**src/rtl/uart_pkg.sv**
```systemverilog
// UART shared definitions: FSM encoding, word-length codes, divisors.
// Used by both the transmit and receive paths.
package uart_pkg;

  localparam logic [2:0] ST_IDLE   = 3'd0;
  localparam logic [2:0] ST_START  = 3'd1;
  localparam logic [2:0] ST_DATA   = 3'd2;
  localparam logic [2:0] ST_PARITY = 3'd3;
  localparam logic [2:0] ST_STOP   = 3'd4;

  localparam logic [1:0] WLS_5 = 2'b00;
  localparam logic [1:0] WLS_6 = 2'b01;
  localparam logic [1:0] WLS_7 = 2'b10;
  localparam logic [1:0] WLS_8 = 2'b11;

  localparam int unsigned DIV_OSM0 = 16;
  localparam int unsigned DIV_OSM1 = 13;

  typedef struct packed {
    logic [1:0] wls;
    logic       pen;
    logic       stb;
    logic       osm;
  } tx_cfg_t;

  function automatic logic [2:0] last_bit(
    input logic [1:0] wls
  );
    case (wls)
      WLS_5:   return 3'd4;
      WLS_6:   return 3'd5;
      WLS_7:   return 3'd6;
      default: return 3'd7;
    endcase
  endfunction

  // Parity over only the bits that go on the wire.
  function automatic logic tx_parity(
    input logic [7:0] d,
    input logic [1:0] wls,
    input logic       eps
  );
    logic [7:0] m;
    case (wls)
      WLS_5:   m = 8'h1F;
      WLS_6:   m = 8'h3F;
      WLS_7:   m = 8'h7F;
      default: m = 8'hFF;
    endcase
    return (^(d & m)) ^ ~eps;
  endfunction

endpackage

```
**src/rtl/tx_tick_gen.sv**
```systemverilog
// Bit-period divider: counts qualified baud pulses, 16 or 13 per bit.
// Emits a one-clk tick on the last pulse of each bit period.
module tx_tick_gen
  import uart_pkg::*;
(
  input  logic clk,
  input  logic rst,
  input  logic i_clr,
  input  logic i_en,
  input  logic i_osm,
  output logic o_tick
);

  logic [3:0] r_cnt;
  logic [3:0] w_last;

  assign w_last = i_osm ? 4'(DIV_OSM1 - 1)
                        : 4'(DIV_OSM0 - 1);

  assign o_tick = i_en && !i_clr &&
                  (r_cnt == w_last);

  always_ff @(posedge clk) begin
    if (rst || i_clr) begin
      r_cnt <= 4'd0;
    end else if (i_en) begin
      r_cnt <= o_tick ? 4'd0 : r_cnt + 4'd1;
    end
  end

endmodule

```
**src/rtl/uart_tx.sv**
```systemverilog
// UART transmitter: FSM, shifter and parity around tx_tick_gen.
// Frame settings are latched on acceptance.
module uart_tx
  import uart_pkg::*;
(
  input  logic       clk,
  input  logic       rst,
  input  logic       baud_clk,
  input  logic       BGE,
  input  logic       OSM_SEL,
  input  logic [1:0] WLS,
  input  logic       PEN,
  input  logic       EPS,
  input  logic       STB,
  input  logic       tx_valid,
  input  logic [7:0] tx_data,
  output logic       tx_ready,
  output logic       tx_busy,
  output logic       tx_done,
  output logic       UART_TX_O
);

  logic [2:0] r_state;
  tx_cfg_t    r_cfg;
  logic [7:0] r_shift;
  logic [2:0] r_bitcnt;
  logic       r_stopcnt;
  logic       r_parity;
  logic       r_tx;
  logic       r_done;

  logic w_accept;
  logic w_tick;

  assign tx_ready  = (r_state == ST_IDLE);
  assign tx_busy   = (r_state != ST_IDLE);
  assign tx_done   = r_done;
  assign UART_TX_O = r_tx;
  assign w_accept  = tx_valid && tx_ready;

  tx_tick_gen u_tick (
    .clk    (clk),
    .rst    (rst),
    .i_clr  (w_accept),
    .i_en   (baud_clk & BGE),
    .i_osm  (r_cfg.osm),
    .o_tick (w_tick)
  );

  always_ff @(posedge clk) begin
    if (rst) begin
      r_state   <= ST_IDLE;
      r_cfg     <= '0;
      r_shift   <= 8'd0;
      r_bitcnt  <= 3'd0;
      r_stopcnt <= 1'b0;
      r_parity  <= 1'b0;
      r_tx      <= 1'b1;
      r_done    <= 1'b0;
    end else begin
      r_done <= 1'b0;
      case (r_state)
        ST_IDLE: begin
          if (w_accept) begin
            r_shift   <= tx_data;
            r_cfg.wls <= WLS;
            r_cfg.pen <= PEN;
            r_cfg.stb <= STB;
            r_cfg.osm <= OSM_SEL;
            r_parity  <= tx_parity(tx_data, WLS, EPS);
            r_bitcnt  <= 3'd0;
            r_stopcnt <= 1'b0;
            r_tx      <= 1'b0;
            r_state   <= ST_START;
          end
        end
        ST_START: begin
          if (w_tick) begin
            r_tx    <= r_shift[0];
            r_state <= ST_DATA;
          end
        end
        ST_DATA: begin
          if (w_tick) begin
            if (r_bitcnt == last_bit(r_cfg.wls)) begin
              r_bitcnt <= 3'd0;
              if (r_cfg.pen) begin
                r_tx    <= r_parity;
                r_state <= ST_PARITY;
              end else begin
                r_tx    <= 1'b1;
                r_state <= ST_STOP;
              end
            end else begin
              r_bitcnt <= r_bitcnt + 3'd1;
              r_shift  <= r_shift >> 1;
              r_tx     <= r_shift[1];
            end
          end
        end
        ST_PARITY: begin
          if (w_tick) begin
            r_tx      <= 1'b1;
            r_stopcnt <= 1'b0;
            r_state   <= ST_STOP;
          end
        end
        ST_STOP: begin
          if (w_tick) begin
            if (r_cfg.stb && !r_stopcnt) begin
              r_stopcnt <= 1'b1;
            end else begin
              r_stopcnt <= 1'b0;
              r_done    <= 1'b1;
              r_state   <= ST_IDLE;
            end
          end
        end
        default: begin
          r_tx    <= 1'b1;
          r_state <= ST_IDLE;
        end
      endcase
    end
  end

endmodule

```
**config.mk**
```make
export PLATFORM = sky130hd
export DESIGN_NAME = uart_tx
export DESIGN_NICKNAME = d
export VERILOG_FILES = /design/src/rtl/uart_pkg.sv /design/src/rtl/tx_tick_gen.sv /design/src/rtl/uart_tx.sv
export SDC_FILE = /design/constraint.sdc
export NUM_CORES = 1
export LEC_CHECK = 0
export ABC_CLOCK_PERIOD_IN_PS = 3990
export CAP_MARGIN = 0
export CORE_AREA = 5 5 55 62
export CTS_CLUSTER_DIAMETER = 200
export DETAILED_ROUTE_END_ITERATION = 8
export DIE_AREA = 0 0 60 67
export PLACE_DENSITY = 0.85
export SYNTH_ARGS = -nofsm -noshare
export SYNTH_HDL_FRONTEND = slang
export SYNTH_SLANG_ARGS = --single-unit
```
**constraint.sdc**
```tcl
create_clock -name clk -period 3.99 [get_ports clk]
set_input_delay 1.197 -clock clk [delete_from_list [all_inputs] [get_ports clk]]
set_output_delay 1.197 -clock clk [all_outputs]
set_load 0.005 [all_outputs]
```
== Word level (Yosys, flattened, before mapping) ==
Cells that the tools add are included.
Operators by class
  reduce and logical (&&, ||, !) cells: 21
  muxes and demuxes: 39
  equal/unequal tests: 18
  bitwise gates (word level): 6
  add/subtract/negate cells: 2
Operators by type and width (count)
  2-to-1 mux 8 bit: 6
  2-to-1 mux 3 bit: 14
  one-hot mux 8 bit (3 select lines): 1
  one-hot mux 8 bit (2 select lines): 1
  one-hot mux 3 bit (5 select lines): 1
  2-to-1 mux 1 bit: 10
  != test 2 x 1 -> 1 bit, second input constant: 5
  AND 8 bit: 1
  AND reduction 4 bit: 2
  parity 8 bit: 1
  AND reduction 7 bit: 1
  equality test 3 x 2 -> 1 bit, second input constant: 2
  != test 2 bit, second input constant: 3
  one-hot mux 2 bit (3 select lines): 1
  one-hot mux 3 bit (2 select lines): 1
  nonzero test 3 bit: 2
  one-hot mux 1 bit (5 select lines): 1
  AND reduction 5 bit: 1
  adder 4 x 1 -> 4 bit, second input constant: 1
  equality test 2 x 1 -> 1 bit, second input constant: 2
  equality test 2 bit, second input constant: 2
  equality test 4 bit: 1
  logical AND 1 bit: 4
  zero test 2 bit: 2
  17 further kinds: 20
Word-level totals
  word-level logic and storage cells: 98
  input bits: 19
  register bits after elaboration: 27

== Longest topological paths before layout ==
Gate-level depths: netlist (run 1).
  depth in word-level cells: 12
  mapped depth: 6

== By module ==
Synthesis (run 1) repeated with hierarchy kept, for this count alone.
Unflattened totals
  cells, all modules: 170
  area, all modules: 1472.7 um^2
By module, submodules not included
  uart_tx: cells each 145, sequential area each 460.4 um^2, area an instance 1244.9 um^2, instances 1
  tx_tick_gen: cells each 25, sequential area each 80.1 um^2, area an instance 227.7 um^2, instances 1

== Worst setup path before layout (run 1) ==
No wires, ideal clock.
  path kind: input port to flip-flop
  start point: in baud_clk
  end point: reg r_state[2]
  slack: 1.588 ns
  path buffers: 0
  arrival time: 2.332 ns
  stages on the path: 5
  cells stage by stage: nand4_1 -> a211oi_1 -> o21ai_1 -> or4_1 -> a21oi_1
Between the ends
  word-level cells in the longest chain between the ends: 5
  elaborated cells on any way between the ends: 8
Ends and longest elaborated chain
  from (decl): RTL line uart_tx.sv:8  | input logic baud_clk,
  AND 1 bit *: RTL line uart_tx.sv:45  | .i_en (baud_clk & BGE),
  logical AND 1 bit * (2 in series): RTL line tx_tick_gen.sv:20  | assign o_tick = i_en && !i_clr &&
  != test 2 x 1 -> 1 bit (no source line)
  AND reduction 7 bit (no source line) *
  to (signal assigned): RTL line uart_tx.sv:52  | r_state <= ST_IDLE;
  to (signal assigned): RTL line uart_tx.sv:74  | r_state <= ST_START;
  to (signal assigned): RTL line uart_tx.sv:80  | r_state <= ST_DATA;
  to (decl): RTL line uart_tx.sv:23  | logic [2:0] r_state;
Every way passes the cells marked *; elsewhere a longest branch is shown, timed or not.
A chain may end at the register's enable or synchronous reset.

== Worst setup path after layout (run 1) ==
Same ends and word-level chain as after synthesis.

==> results of run 1 <==
[routing by layer]
metal / global-route usage, % / vias to the layer above
li1: - / 651
met1: 19.9 / 629
met2: 30.3 / 43
met3: 1.94 / 2
met4: 5.82 / 0
met5: 0 / -
[Yosys cell counts (3+ instances only)]
cell type	instances	area share (%)
o21ai_0	6	2.0
nand3_1	4	1.3
nor2b_1	3	1.3
xnor2_1	6	3.5
dfxtp_1	27	36
buf_2	4	1.3
a21oi_1	9	3.0
mux2i_1	15	10
nor3_1	6	2.0
a211oi_1	9	4.5
nand2_1	10	2.5
nor2_1	20	5.0
or2b_2	3	1.8
inv_1	3	0.76
nand4_1	4	1.7
or4_1	3	1.5
[worst paths after layout]
check                endpoint  slack [ns]  cells after the start
hold reg to reg   r_bitcnt[1]        0.49                      2
hold / removal    r_bitcnt[1]        0.49                      2
setup / recovery   r_state[2]        1.11                      6
setup reg to reg   r_state[2]        2.02                      5
[through the flow]
stage,std cells,instance area (µm²),setup WS (ns)
global route,221,1750,0.955
floorplan,167,1490,1.59
global placement,217,1720,0.904
finish,221,1750,1.11
detailed placement,217,1720,0.822
CTS,221,1750,1.16
[area by class of cell]
type	count	area [µm²]
fillers	233	956
multi-input cells	129	885
flip-flops and latches	27	541
repair buffers	25	243
well taps	33	41.3
clock buffers	4	26.3
inverters	3	11.3
[worst max-delay path, delay by kind of cell]
family / cells / cell delay [ns]
simple gates: 2 / 0.73
compound gates: 3 / 0.62
buf+inv: 1 / 0.59
[kinds of logic (layout without fill, tap and decap cells)]
| kind of cell | count (synthesis) | count (layout) |
|---|---|---|
| AND/OR/NAND/NOR | 65 | 65 |
| AO/OA/AOI/OAI | 37 | 37 |
| flip-flops | 27 | 27 |
| multiplexers | 16 | 16 |
| buffers and inverters | 11 | 32 |
| XOR/XNOR | 9 | 9 |
| adder cells (fa/ha/maj) | 2 | 2 |
[sequential cells by signal (all words and copies together) (netlist names)]
name / cells
u_tick.r_cnt: 4
r_parity: 1
r_bitcnt: 3
r_shift: 8
r_stopcnt: 1
tx_done: 1
r_state: 3
UART_TX_O: 1
r_cfg: 5
[where the power goes]
group	switching [mW]	internal [mW]	total, mW
clock network	0.0774	0.0391	0.116
logic	0.154	0.163	0.317
registers	0.0433	0.316	0.360
total	0.275	0.518	0.793
==> flow_metrics.env, run 1 <==
export IMPL_rsz0062_at_grt="no"
export IMPL_hold_worst_slack_ns=0.495
export IMPL_async_reset_ff_share_pct=0
export IMPL_cts_buffers=3
export IMPL_met3_length_um=153
export IMPL_grt_overflow_total=0
export IMPL_synth_top_family_by_area="simple AND/OR/NAND/NOR gates"
export IMPL_wl_met2_um=1630
export IMPL_port_buffers=22
export IMPL_syn_inst=167
export IMPL_finalCriticalPeriod_ns=2.88
export IMPL_peakVddDrop_v=0.000288
export IMPL_finClkSkew_ns=0.00824
export IMPL_grt_antenna_before_repair=0
export IMPL_ys_flop_type="dfxtp_1"
export IMPL_drt_pre_antenna_iters=5
export IMPL_setup_viol=0
export IMPL_vias=1325
export IMPL_dpl_hpwl_um=2400
export IMPL_die_area_um2=4020
export IMPL_critical_path_cell_chain="clkdlybuf4s50_1 > nand4_1 > a211oi_1 > o21ai_1 > or4_1 > a21oi_1"
export IMPL_critPathCaptureType="flop"
export IMPL_grt_pass1_vias=1265
export IMPL_max_stage_delay_ns=0.59
export IMPL_syn_area_um2=1490
export IMPL_clkTransAtPathRegs_ns=0.14
export IMPL_drt_total_wl_um=3150
export IMPL_synth_xor_area_share_pct=6.22
export IMPL_areaGrowthSynthToFinish_pct=17.3
export IMPL_die_x_um=60
export IMPL_ant_nets=0
export IMPL_viasPerCell=6.00
export IMPL_synth_avg_cell_area_um2=8.92
export IMPL_yosys_warnings=0
export IMPL_synth_adder_area_share_pct=1.68
export IMPL_start_kind="primary input"
export IMPL_synth_edff_count=0
export IMPL_mostFrequentLayoutCells="27 x dfxtp_1, 22 x clkdlybuf4s50_1, 20 x nor2_1, 15 x mux2i_1, 10 x nand2_1"
export IMPL_gp_congestion=0.881
export IMPL_cts_sink_count=27
export IMPL_maxCapViolCount=0
export IMPL_gr_usage_all_layers_pct=16.8
export IMPL_grt_max_degree=16
export IMPL_layout_commonest_cell="dfxtp_1"
export IMPL_ys_seq_elements=27
export IMPL_p_per_area_nw_per_um2=454
export IMPL_startpoint="baud_clk"
export IMPL_clockRootBuffer="clkbuf_4"
export IMPL_cts_tree="yes"
export IMPL_clockBufferDepth=2
export IMPL_critPathSlowestCell="clkdlybuf4s50_1"
export IMPL_p_total_mw=0.793
export IMPL_die_h_um=67
export IMPL_cts_resized=0
export IMPL_synth_compound_area_share_pct=17.3
export IMPL_route_detailed_drc=0
export IMPL_synthSimpleGateAreaFrac_pct=23.4
export IMPL_drive_gt1_share_pct=9.57
export IMPL_maxSlewHeadroom_pct=72.5
export IMPL_core_um2=2700
export IMPL_hold_viol_final=0
export IMPL_cp_data_required_time_ns=4.25
export IMPL_postCtsHoldBufs=0
export IMPL_min_path_type="reg2reg"
export IMPL_fmax_mhz=348
export IMPL_htree_levels=1
export IMPL_clkLatencyLatePin_ns=0.32
export IMPL_final_core_util_pct=64.6
export IMPL_status="completed"
export IMPL_synthMuxAreaShare_pct=10.8
export IMPL_grt_pass1_wl_um=5320
export IMPL_tightestPinTransition_ns=0.412
export IMPL_cp_data_arrival_time_ns=3.13
export IMPL_wl_met1_um=1340
export IMPL_cp_max_fo=6
export IMPL_r2r_start="u_tick.r_cnt[0]"
export IMPL_synth_cell_types=46
export IMPL_cts_setup_buffers=0
export IMPL_mappedNetlistNets=188
export IMPL_drtIter0Drc=69
export IMPL_criticalPathCategory="in2reg"
export IMPL_rows=20
export IMPL_worstHoldStart="r_bitcnt[1]"
export IMPL_ios=23
export IMPL_maxSlewViolCount=0
export IMPL_fin_nets=210
export IMPL_wl_per_cell_um=14.2
export IMPL_antenna_cells=0
export IMPL_period_share_pct=72.1
export IMPL_routed_top_layer="met4"
export IMPL_ys_seq_area_share_pct=36.3
export IMPL_tns_ns=0
export IMPL_start_util_pct=55.1
export IMPL_p_leak_nw=0.650
Power figures use the tool's default switching activity.
==> run 2: changes to the inputs <==
--- a/config.mk
+++ b/config.mk
@@ -5,13 +5,13 @@
 export SDC_FILE = /design/constraint.sdc
 export NUM_CORES = 1
 export LEC_CHECK = 0
-export ABC_CLOCK_PERIOD_IN_PS = 3990
+export ABC_CLOCK_PERIOD_IN_PS = 2700
 export CAP_MARGIN = 0
-export CORE_AREA = 5 5 55 62
+export CORE_AREA = 5 5 57 64
 export CTS_CLUSTER_DIAMETER = 200
 export DETAILED_ROUTE_END_ITERATION = 8
-export DIE_AREA = 0 0 60 67
-export PLACE_DENSITY = 0.85
+export DIE_AREA = 0 0 62 69
+export PLACE_DENSITY = 0.8
 export SYNTH_ARGS = -nofsm -noshare
 export SYNTH_HDL_FRONTEND = slang
 export SYNTH_SLANG_ARGS = --single-unit
==> constraint.sdc (replaced) <==
create_clock -name clk -period 2.7 [get_ports clk]
set_input_delay 0.81 -clock clk [delete_from_list [all_inputs] [get_ports clk]]
set_output_delay 0.81 -clock clk [all_outputs]
set_load 0.005 [all_outputs]
==> run 2 against run 1 <==
First-iteration DRC count is 32% lower. Count of clock-buffer cells in the layout stayed put. Worst hold slack better by 0.0039 ns. Clock skew is 0.0020 ns lower. Sequential share of layout area is 0.76 points lower. Clock power is 45% higher. Critical path type is now reg2out.
==> flow_metrics.env, run 2 (same netlist as run 1, synthesis figures left out) <==
export IMPL_status="completed"
export IMPL_cts_buffers=3
export IMPL_setup_viol=0
export IMPL_start_util_pct=50.6
export IMPL_fmax_mhz=417
export IMPL_largest_reg_flops=8
export IMPL_p_per_area_nw_per_um2=663
export IMPL_hold_viol_final=0
export IMPL_grt_antenna_before_repair=0
export IMPL_viasPerCell=5.70
export IMPL_die_x_um=62
export IMPL_grt_pass1_wl_um=5560
export IMPL_r2r_cells=5
export IMPL_ff2ff_setup_slack_ns=0.78
export IMPL_drt_pre_antenna_iters=4
export IMPL_place_area_um2=1760
export IMPL_hold_depth=2
export IMPL_finalCriticalPeriod_ns=2.40
export IMPL_fin_nets=215
export IMPL_vias=1295
export IMPL_port_buffers=22
export IMPL_grt_max_degree=16
export IMPL_switchingPower_mw=0.409
export IMPL_tightestPinTransition_ns=0.430
export IMPL_layout_commonest_cell="dfxtp_1"
export IMPL_mostFrequentLayoutCells="27 x dfxtp_1, 22 x clkdlybuf4s50_1, 20 x nor2_1, 15 x mux2i_1, 10 x nand2_1"
export IMPL_drtIter0Drc=47
export IMPL_clockRootBuffer="clkbuf_4"
export IMPL_cp_data_required_time_ns=1.89
export IMPL_maxSlewViolCount=0
export IMPL_p_leak_nw=0.677
export IMPL_ant_nets=0
export IMPL_tns_ns=0
export IMPL_rows=21
export IMPL_finClkSkew_ns=0.00619
export IMPL_final_fill_count=259
export IMPL_areaGrowthSynthToFinish_pct=20.3
export IMPL_drive_gt1_share_pct=12.4
export IMPL_hold_worst_slack_ns=0.499
export IMPL_cts_resized=0
export IMPL_regMostFlops="r_shift"
export IMPL_clockBufferDepth=2
export IMPL_peakVddDrop_v=0.000478
export IMPL_final_cell_area_um2=1790
export IMPL_worstHoldStart="r_bitcnt[1]"
export IMPL_postCtsHoldBufs=0
export IMPL_grt_overflow_total=0
export IMPL_htree_levels=1
export IMPL_die_area_um2=4280
export IMPL_rsz0062_at_grt="no"
export IMPL_multi_input_area_um2=890
export IMPL_hold_path_end="r_bitcnt[1]"
export IMPL_wl_per_cell_um=14.3
export IMPL_seq_area_um2=541
export IMPL_power_frac_seq_pct=45.0
export IMPL_core_um2=2940
export IMPL_route_detailed_drc=0
export IMPL_drt_total_wl_um=3260
export IMPL_maxSlewHeadroom_pct=71.3
export IMPL_clkLatencyLatePin_ns=0.31
export IMPL_gr_usage_all_layers_pct=16.5
export IMPL_final_core_util_pct=60.8
export IMPL_p_comb_share_pct=40.9
export IMPL_dpl_hpwl_um=2560
export IMPL_clkTransAtPathRegs_ns=0.14
export IMPL_r2r_start="u_tick.r_cnt[0]"
export IMPL_antenna_cells=0
export IMPL_clkPwrFrac_pct=14.2
export IMPL_cts_tree="yes"
export IMPL_critPathCaptureType="primary output"
export IMPL_start_kind="flop"
export IMPL_cp_data_arrival_time_ns=1.59
export IMPL_internal_power_mw=0.778
export IMPL_r2r_end="r_state[2]"
export IMPL_top_regs="r_shift x8, r_cfg x5, u_tick.r_cnt x4"
export IMPL_die_h_um=69
export IMPL_ios=23
export IMPL_cts_setup_buffers=0
export IMPL_period_share_pct=88.9
export IMPL_min_path_type="reg2reg"
export IMPL_cts_sink_count=27
export IMPL_gp_congestion=0.845
export IMPL_criticalPathCategory="reg2out"
export IMPL_cp_max_fo=11
export IMPL_p_sw_share_pct=34.5
export IMPL_maxCapViolCount=0
export IMPL_grt_pass1_vias=1315
run 2: cell count changes in the layout (fill, tap and decap cells not counted):
cell / previous run / this run
nor3_1: 6 / 5
buf_4: 3 / 8
nor3_2: 1 / 2
run 2: cell type report:
type                            instances  area share, %
Clock buffer                            4           1.47
Inverter                                3          0.629
Multi-Input combinational cell        129           49.7
Sequential cell                        27           30.2
Tap cell                               34           2.38
Timing Repair Buffer                   30           15.7
run 2: worst max-delay path: stages, from the launching register on:
cell and delay, ns:
dfxtp_1 0.44, nor3_1 0.28, clkdlybuf4s50_1 0.56
run 2: power groups by stage:
stage	registers, mW	logic [mW]	clock network, mW
floorplan	0.507	0.356	0
global placement	0.538	0.468	0
detailed placement	0.542	0.486	0
CTS	0.533	0.488	0.176
global route	0.542	0.535	0.193
finish	0.534	0.485	0.168
run 2: worst max-delay path by stage:
| stage | startpoint | end | slack [ns] | depth (start not counted) |
|---|---|---|---|---|
| global route | r_state[2] | tx_busy | 0.23 | 3 |
| CTS | r_state[1] | tx_ready | 0.28 | 2 |
| detailed placement | BGE | r_state[2] | 0.07 | 6 |
| global placement | baud_clk | r_state[2] | 0.12 | 6 |
| floorplan | baud_clk | r_state[2] | 0.68 | 5 |
| finish | r_state[1] | tx_ready | 0.30 | 2 |
run 2: per-layer routing:
metal  track usage, %  vias to the layer above  part of all wire, %
met2             28.8                       25                   52
li1                 -                      660                    -
met1             19.5                      606                   43
met4             4.95                        0                  1.2
met3             3.17                        4                  3.1
met5                0                        -                    0
run 2: through the flow:
| stage | power [mW] | cells | setup WS (ns) |
|---|---|---|---|
| final | 1.19 | 227 | 0.301 |
| after global routing | 1.27 | 227 | 0.234 |
| after CTS | 1.20 | 227 | 0.281 |
| after detailed placement | 1.03 | 223 | 0.0734 |
| after global placement | 1.01 | 223 | 0.120 |
| after floorplan | 0.863 | 167 | 0.685 |
